## src/rtl/vga_timing.sv

```systemverilog
// vga_timing: 640x480@60 Hz raster timing generator.
// A clock divider produces a one-clk pixel strobe; on each strobe the
// column/line counters step through the full raster (active + porches +
// sync). Sync and active flags are registered from the next-state
// counters so they change on the same edge as the coordinates they
// describe.
module vga_timing #(
  parameter int       CLK_DIV  = 4,
  parameter int       H_ACTIVE = 640,
  parameter int       H_FRONT  = 16,
  parameter int       H_SYNC   = 96,
  parameter int       H_BACK   = 48,
  parameter int       V_ACTIVE = 480,
  parameter int       V_FRONT  = 10,
  parameter int       V_SYNC   = 2,
  parameter int       V_BACK   = 33,
  parameter logic     SYNC_POL = 1'b0,
  parameter int       CNT_W    = 10
) (
  input  logic             clk,
  input  logic             rst_n,
  input  logic             en,
  output logic             pix_en,
  output logic [CNT_W-1:0] h_count,
  output logic [CNT_W-1:0] v_count,
  output logic             hsync,
  output logic             vsync,
  output logic             active,
  output logic             line_start,
  output logic             frame_start
);

  localparam int H_TOTAL = H_ACTIVE + H_FRONT + H_SYNC + H_BACK;
  localparam int V_TOTAL = V_ACTIVE + V_FRONT + V_SYNC + V_BACK;

  // A divide-by-1 still needs a one-bit counter that simply stays at 0.
  localparam int DIV_W = (CLK_DIV > 1) ? $clog2(CLK_DIV) : 1;

  localparam logic [DIV_W-1:0] DIV_LAST   = DIV_W'(CLK_DIV - 1);

  localparam logic [CNT_W-1:0] H_LAST     = CNT_W'(H_TOTAL - 1);
  localparam logic [CNT_W-1:0] H_ACT_END  = CNT_W'(H_ACTIVE);
  localparam logic [CNT_W-1:0] H_SYNC_BEG = CNT_W'(H_ACTIVE + H_FRONT);
  localparam logic [CNT_W-1:0] H_SYNC_END = CNT_W'(H_ACTIVE + H_FRONT + H_SYNC);

  localparam logic [CNT_W-1:0] V_LAST     = CNT_W'(V_TOTAL - 1);
  localparam logic [CNT_W-1:0] V_ACT_END  = CNT_W'(V_ACTIVE);
  localparam logic [CNT_W-1:0] V_SYNC_BEG = CNT_W'(V_ACTIVE + V_FRONT);
  localparam logic [CNT_W-1:0] V_SYNC_END = CNT_W'(V_ACTIVE + V_FRONT + V_SYNC);

  logic [DIV_W-1:0] div_q,    div_d;
  logic             pix_en_q, pix_en_d;
  logic [CNT_W-1:0] h_q,      h_d;
  logic [CNT_W-1:0] v_q,      v_d;
  logic             hsync_q,  hsync_d;
  logic             vsync_q,  vsync_d;
  logic             active_q, active_d;

  // Divider: counts while enabled; the strobe is raised for the cycle that
  // follows the terminal count, so the first strobe lands CLK_DIV clks after
  // the counter starts from 0.
  always_comb begin
    // NOTE: every signal gets a default before any branch so no path leaves
    // it unassigned; otherwise synthesis infers a latch.
    div_d    = div_q;
    pix_en_d = 1'b0;
    if (en) begin
      pix_en_d = (div_q == DIV_LAST);
      div_d    = pix_en_d ? '0 : div_q + 1'b1;
    end
  end

  // Raster counters: step once at the end of each strobe cycle. The step
  // keys off the registered strobe, so an en drop in a strobe cycle still
  // lets that pixel's step (and any wrap) complete.
  always_comb begin
    h_d = h_q;
    v_d = v_q;
    if (pix_en_q) begin
      if (h_q == H_LAST) begin
        h_d = '0;
        v_d = (v_q == V_LAST) ? '0 : v_q + 1'b1;
      end else begin
        h_d = h_q + 1'b1;
      end
    end
  end

  // Sync/active decode from the next-state counters, so the registered
  // flags line up with the registered coordinates with no skew.
  always_comb begin
    hsync_d  = ((h_d >= H_SYNC_BEG) && (h_d < H_SYNC_END)) ? SYNC_POL : ~SYNC_POL;
    vsync_d  = ((v_d >= V_SYNC_BEG) && (v_d < V_SYNC_END)) ? SYNC_POL : ~SYNC_POL;
    active_d = (h_d < H_ACT_END) && (v_d < V_ACT_END);
  end

  // State registers; reset puts the raster at (0,0), which is visible and
  // outside both sync windows.
  always_ff @(posedge clk or negedge rst_n) begin
    if (!rst_n) begin
      div_q    <= '0;
      pix_en_q <= 1'b0;
      h_q      <= '0;
      v_q      <= '0;
      hsync_q  <= ~SYNC_POL;
      vsync_q  <= ~SYNC_POL;
      active_q <= 1'b1;
    end else begin
      // NOTE: non-blocking assignments here so every register samples the
      // pre-edge values; blocking ones would make the result order-dependent.
      div_q    <= div_d;
      pix_en_q <= pix_en_d;
      h_q      <= h_d;
      v_q      <= v_d;
      hsync_q  <= hsync_d;
      vsync_q  <= vsync_d;
      active_q <= active_d;
    end
  end

  assign pix_en      = pix_en_q;
  assign h_count     = h_q;
  assign v_count     = v_q;
  assign hsync       = hsync_q;
  assign vsync       = vsync_q;
  assign active      = active_q;
  // Start markers are pure decodes of registers, so they drop with the
  // strobe and clear asynchronously with reset.
  assign line_start  = pix_en_q & (h_q == '0);
  assign frame_start = pix_en_q & (h_q == '0) & (v_q == '0);

endmodule
```

## config.mk

```make
export PLATFORM = sky130hd
export DESIGN_NAME = vga_timing
export DESIGN_NICKNAME = d
export VERILOG_FILES = /design/src/rtl/vga_timing.sv
export SDC_FILE = /design/constraint.sdc
export NUM_CORES = 1
export LEC_CHECK = 0
export ABC_AREA = 1
export CELL_PAD_IN_SITES_DETAIL_PLACEMENT = 1
export CELL_PAD_IN_SITES_GLOBAL_PLACEMENT = 2
export CORE_MARGIN = 2
export CORE_UTILIZATION = 30
export CTS_BUF_LIST = sky130_fd_sc_hd__clkbuf_8
export CTS_CLUSTER_DIAMETER = 40
export DETAILED_ROUTE_END_ITERATION = 7
export GPL_TIMING_DRIVEN = 0
export PLACE_DENSITY = 0.92
export SYNTH_ARGS = -nofsm -noshare
export SYNTH_HDL_FRONTEND = slang
export SYNTH_SLANG_ARGS = --single-unit
```

## constraint.sdc

```tcl
create_clock -name clk -period 1.9 [get_ports clk]
set_input_delay 0.38 -clock clk [delete_from_list [all_inputs] [get_ports clk]]
set_output_delay 0.38 -clock clk [all_outputs]
set_load 0.01 [all_outputs]
```

==> impl_metrics.env <==
export IMPL_gp_congestion=0.791
export IMPL_syn_area_per_cell_um2=6.96
export IMPL_core_area_mm2=0.00551
export IMPL_antenna_cells=0
export IMPL_rr_startpoint="h_count[1]"
export IMPL_cts_tree="yes"
export IMPL_fin_cells=381
export IMPL_p_sw_share_pct=34.1
export IMPL_fp_row_count=27
export IMPL_seqPwrFrac_pct=38.2
export IMPL_ys_seq_elements=26
export IMPL_grt_pass1_wl_um=9320
export IMPL_start_kind="flip-flop"
export IMPL_area_delta_synth_final_pct=46.9
export IMPL_drv_cap=0
export IMPL_grtUsageTotal_pct=19.0
export IMPL_cts_made_buffers=3
export IMPL_rsz0062_at_grt="true"
export IMPL_htree_levels=1
export IMPL_drive_gt1_share_pct=27.8
export IMPL_slew_headroom_pct=18.8
export IMPL_crit_required_ps=1520
export IMPL_wl_um=5710
export IMPL_grt_pass1_vias=1979
export IMPL_antenna_found_initial=0
export IMPL_failed_checks="negative setup slack"
export IMPL_start_util_pct=31.0
export IMPL_ir_worst_vdd_mv=0.363
export IMPL_synth_area_mm2=0.00171
export IMPL_slew_violations=0
export IMPL_vias=1834
export IMPL_vias_per_cell=4.81
export IMPL_timing_final_ws_setup_ps=-101
export IMPL_grt_max_degree=27
export IMPL_path_class="reg -> out"
export IMPL_status="finished with violations"
export IMPL_worstPathMaxFanout=10
export IMPL_clk_latency_ps=270
export IMPL_fp_dieH_um=79.4
export IMPL_setup_viol=2
export IMPL_syn_nets=253
export IMPL_crit_arrival_ps=1620
export IMPL_synth_async_reset_ratio_pct=100
export IMPL_dr_pass1_iters=4
export IMPL_layout_commonest_cell="nand2_1"
export IMPL_clkTransAtPathRegs_ps=100
export IMPL_hold_start="div_q[0]"
export IMPL_powerDensity_mw_per_mm2=711
export IMPL_die_x_um=79.4
export IMPL_dr_first_iter_drc_count=101
export IMPL_r2r_setup_slack_ps=-10
export IMPL_tightest_slew_ps=1210
export IMPL_hp_class="reg -> reg"
export IMPL_dp_final_hpwl_um=3660
export IMPL_drc=0
export IMPL_intPower_uw=1170
export IMPL_synth_top_area_share_pct=33.7
export IMPL_detail_route_wl_per_cell_um=15.0
export IMPL_final_util_pct=45.5
export IMPL_layout_worst_path_cycle_share_pct=105
export IMPL_power_frac_clock_pct=21.0
export IMPL_clk_path_buf_depth=2
export IMPL_power_switching_uw=607
export IMPL_ant_nets=0
export IMPL_synth_cell_types=26
export IMPL_min_period_ps=2000
export IMPL_combinationalPowerShare_pct=40.8
export IMPL_end_kind="output pin"
export IMPL_dp_cells=345
export IMPL_yosys_area_top_type="dfrtp_1"
export IMPL_ys_seq_area_share_pct=38.4
export IMPL_leakagePower_uw=0.00124
export IMPL_ys_warn_count=0
export IMPL_fmax_mhz=500
export IMPL_final_cell_mix="59 x nand2_1, 40 x inv_1, 31 x buf_4, 26 x nand3_1, 26 x clkdlybuf4s50_1"
export IMPL_root_buffer="clkbuf_8"
export IMPL_portBuffers=28
export IMPL_synth_edf_count=0
export IMPL_ios=29
export IMPL_synthCells=245
export IMPL_finalHoldViolCount=0
export IMPL_power_total_uw=1780
export IMPL_crit_path_start="pix_en"
export IMPL_gr_total_overflow=0
export IMPL_cts_hold_buf=0
export IMPL_die_area_mm2=0.00630
export IMPL_fin_nets=318
export IMPL_synth_ff_type="dfrtp_1"
export IMPL_synth_area_leaders="dfrtp_1 34%, nand2_1 13%, inv_1 10%"
export IMPL_fin_skew_ps=3.13
export IMPL_cts_sinks=26
## stage by stage
stage	setup WS [ps]	cell area [um^2]	TNS [ps]	hold slack (ps)
after floorplan	35.8	1710	0	84.4
after detailed placement	-625	2080	-1350	477
after global placement	-615	2080	-1250	462
after global routing	-204	2500	-459	514
after CTS	-70.2	2440	-93.2	487
final	-101	2500	-110	479
## critical path, cell delays in order, from the launching register on
cell	delay, ps
dfrtp_1	400
buf_6	120
buf_6	140
nand3_4	80
nor3_4	140
buf_4	140
nor3b_2	160
buf_2	160
## logic make-up after synthesis
group,count (synthesis),share of synthesized area (%)
AOI/OAI and AO/OA,14,4.48
muxes,1,0.660
buffers and inverters,52,11.7
adders and majority gates,5,3.67
DFF,26,38.4
and+or+nand+nor,142,38.6
xor gates and xnor gates,5,2.57
## worst paths after layout
kind	to	cells after the start
worst max-delay path	frame_start	7
worst min-delay path	div_q[0]	1
worst max register to register	vsync	14
worst min register to register	div_q[0]	1
max in group asynchronous	v_count[1]	1
min in group asynchronous	h_count[6]	1
## power by group through the flow
stage	sequential [uW]	combinational [uW]	clock, uW
floorplan	720	209	0
detailed placement	718	407	0
CTS	679	669	388
global route	689	788	415
global placement	716	396	0
finish	680	726	374
## state kept, by name (all words and copies together) (netlist names)
name     cells
pix_en       1
v_count     10
vsync        1
active       1
hsync        1
div_q        2
h_count     10
## routing by layer
metal / routed length [um] / vias up / track usage (%) / share of wire, %
met5: 0 / - / 0 / 0
met4: 68 / 0 / 5.86 / 1.2
met3: 141 / 7 / 2.15 / 2.5
met2: 2880 / 32 / 34.8 / 50
met1: 2620 / 893 / 23.3 / 46
li1: - / 902 / - / -
## layout make-up
| class | count | area, um^2 |
|---|---|---|
| clock buffer | 4 | 55.1 |
| buffer | 4 | 31.3 |
| tap | 72 | 90.1 |
| timing repair buffer | 60 | 520 |
| sequential | 26 | 663 |
| multi-input combinational | 167 | 965 |
| inverter | 48 | 180 |
| fill | 698 | 3000 |
## cells in the mapped netlist (2+ instances only)
master and instances:
nor2_2 5, dfstp_2 3, nand4_1 16, dfrtp_1 23, a21oi_1 4, nand2_1 61
nand3_1 28, ha_1 5, nor2_1 23, xor2_1 4, buf_2 3, nor3_1 2
inv_1 46, o21ai_0 7, nand2_2 3, inv_2 2
## what timing repair did
item,4_1_cts,5_1_grt
setup endpoints to repair,4,4
gates resized for setup,37,13
setup buffers,27,5
pin swaps,9,8
endpoints found under the hold margin,0,0
Note: power is estimated with default switching activity, not from simulation.
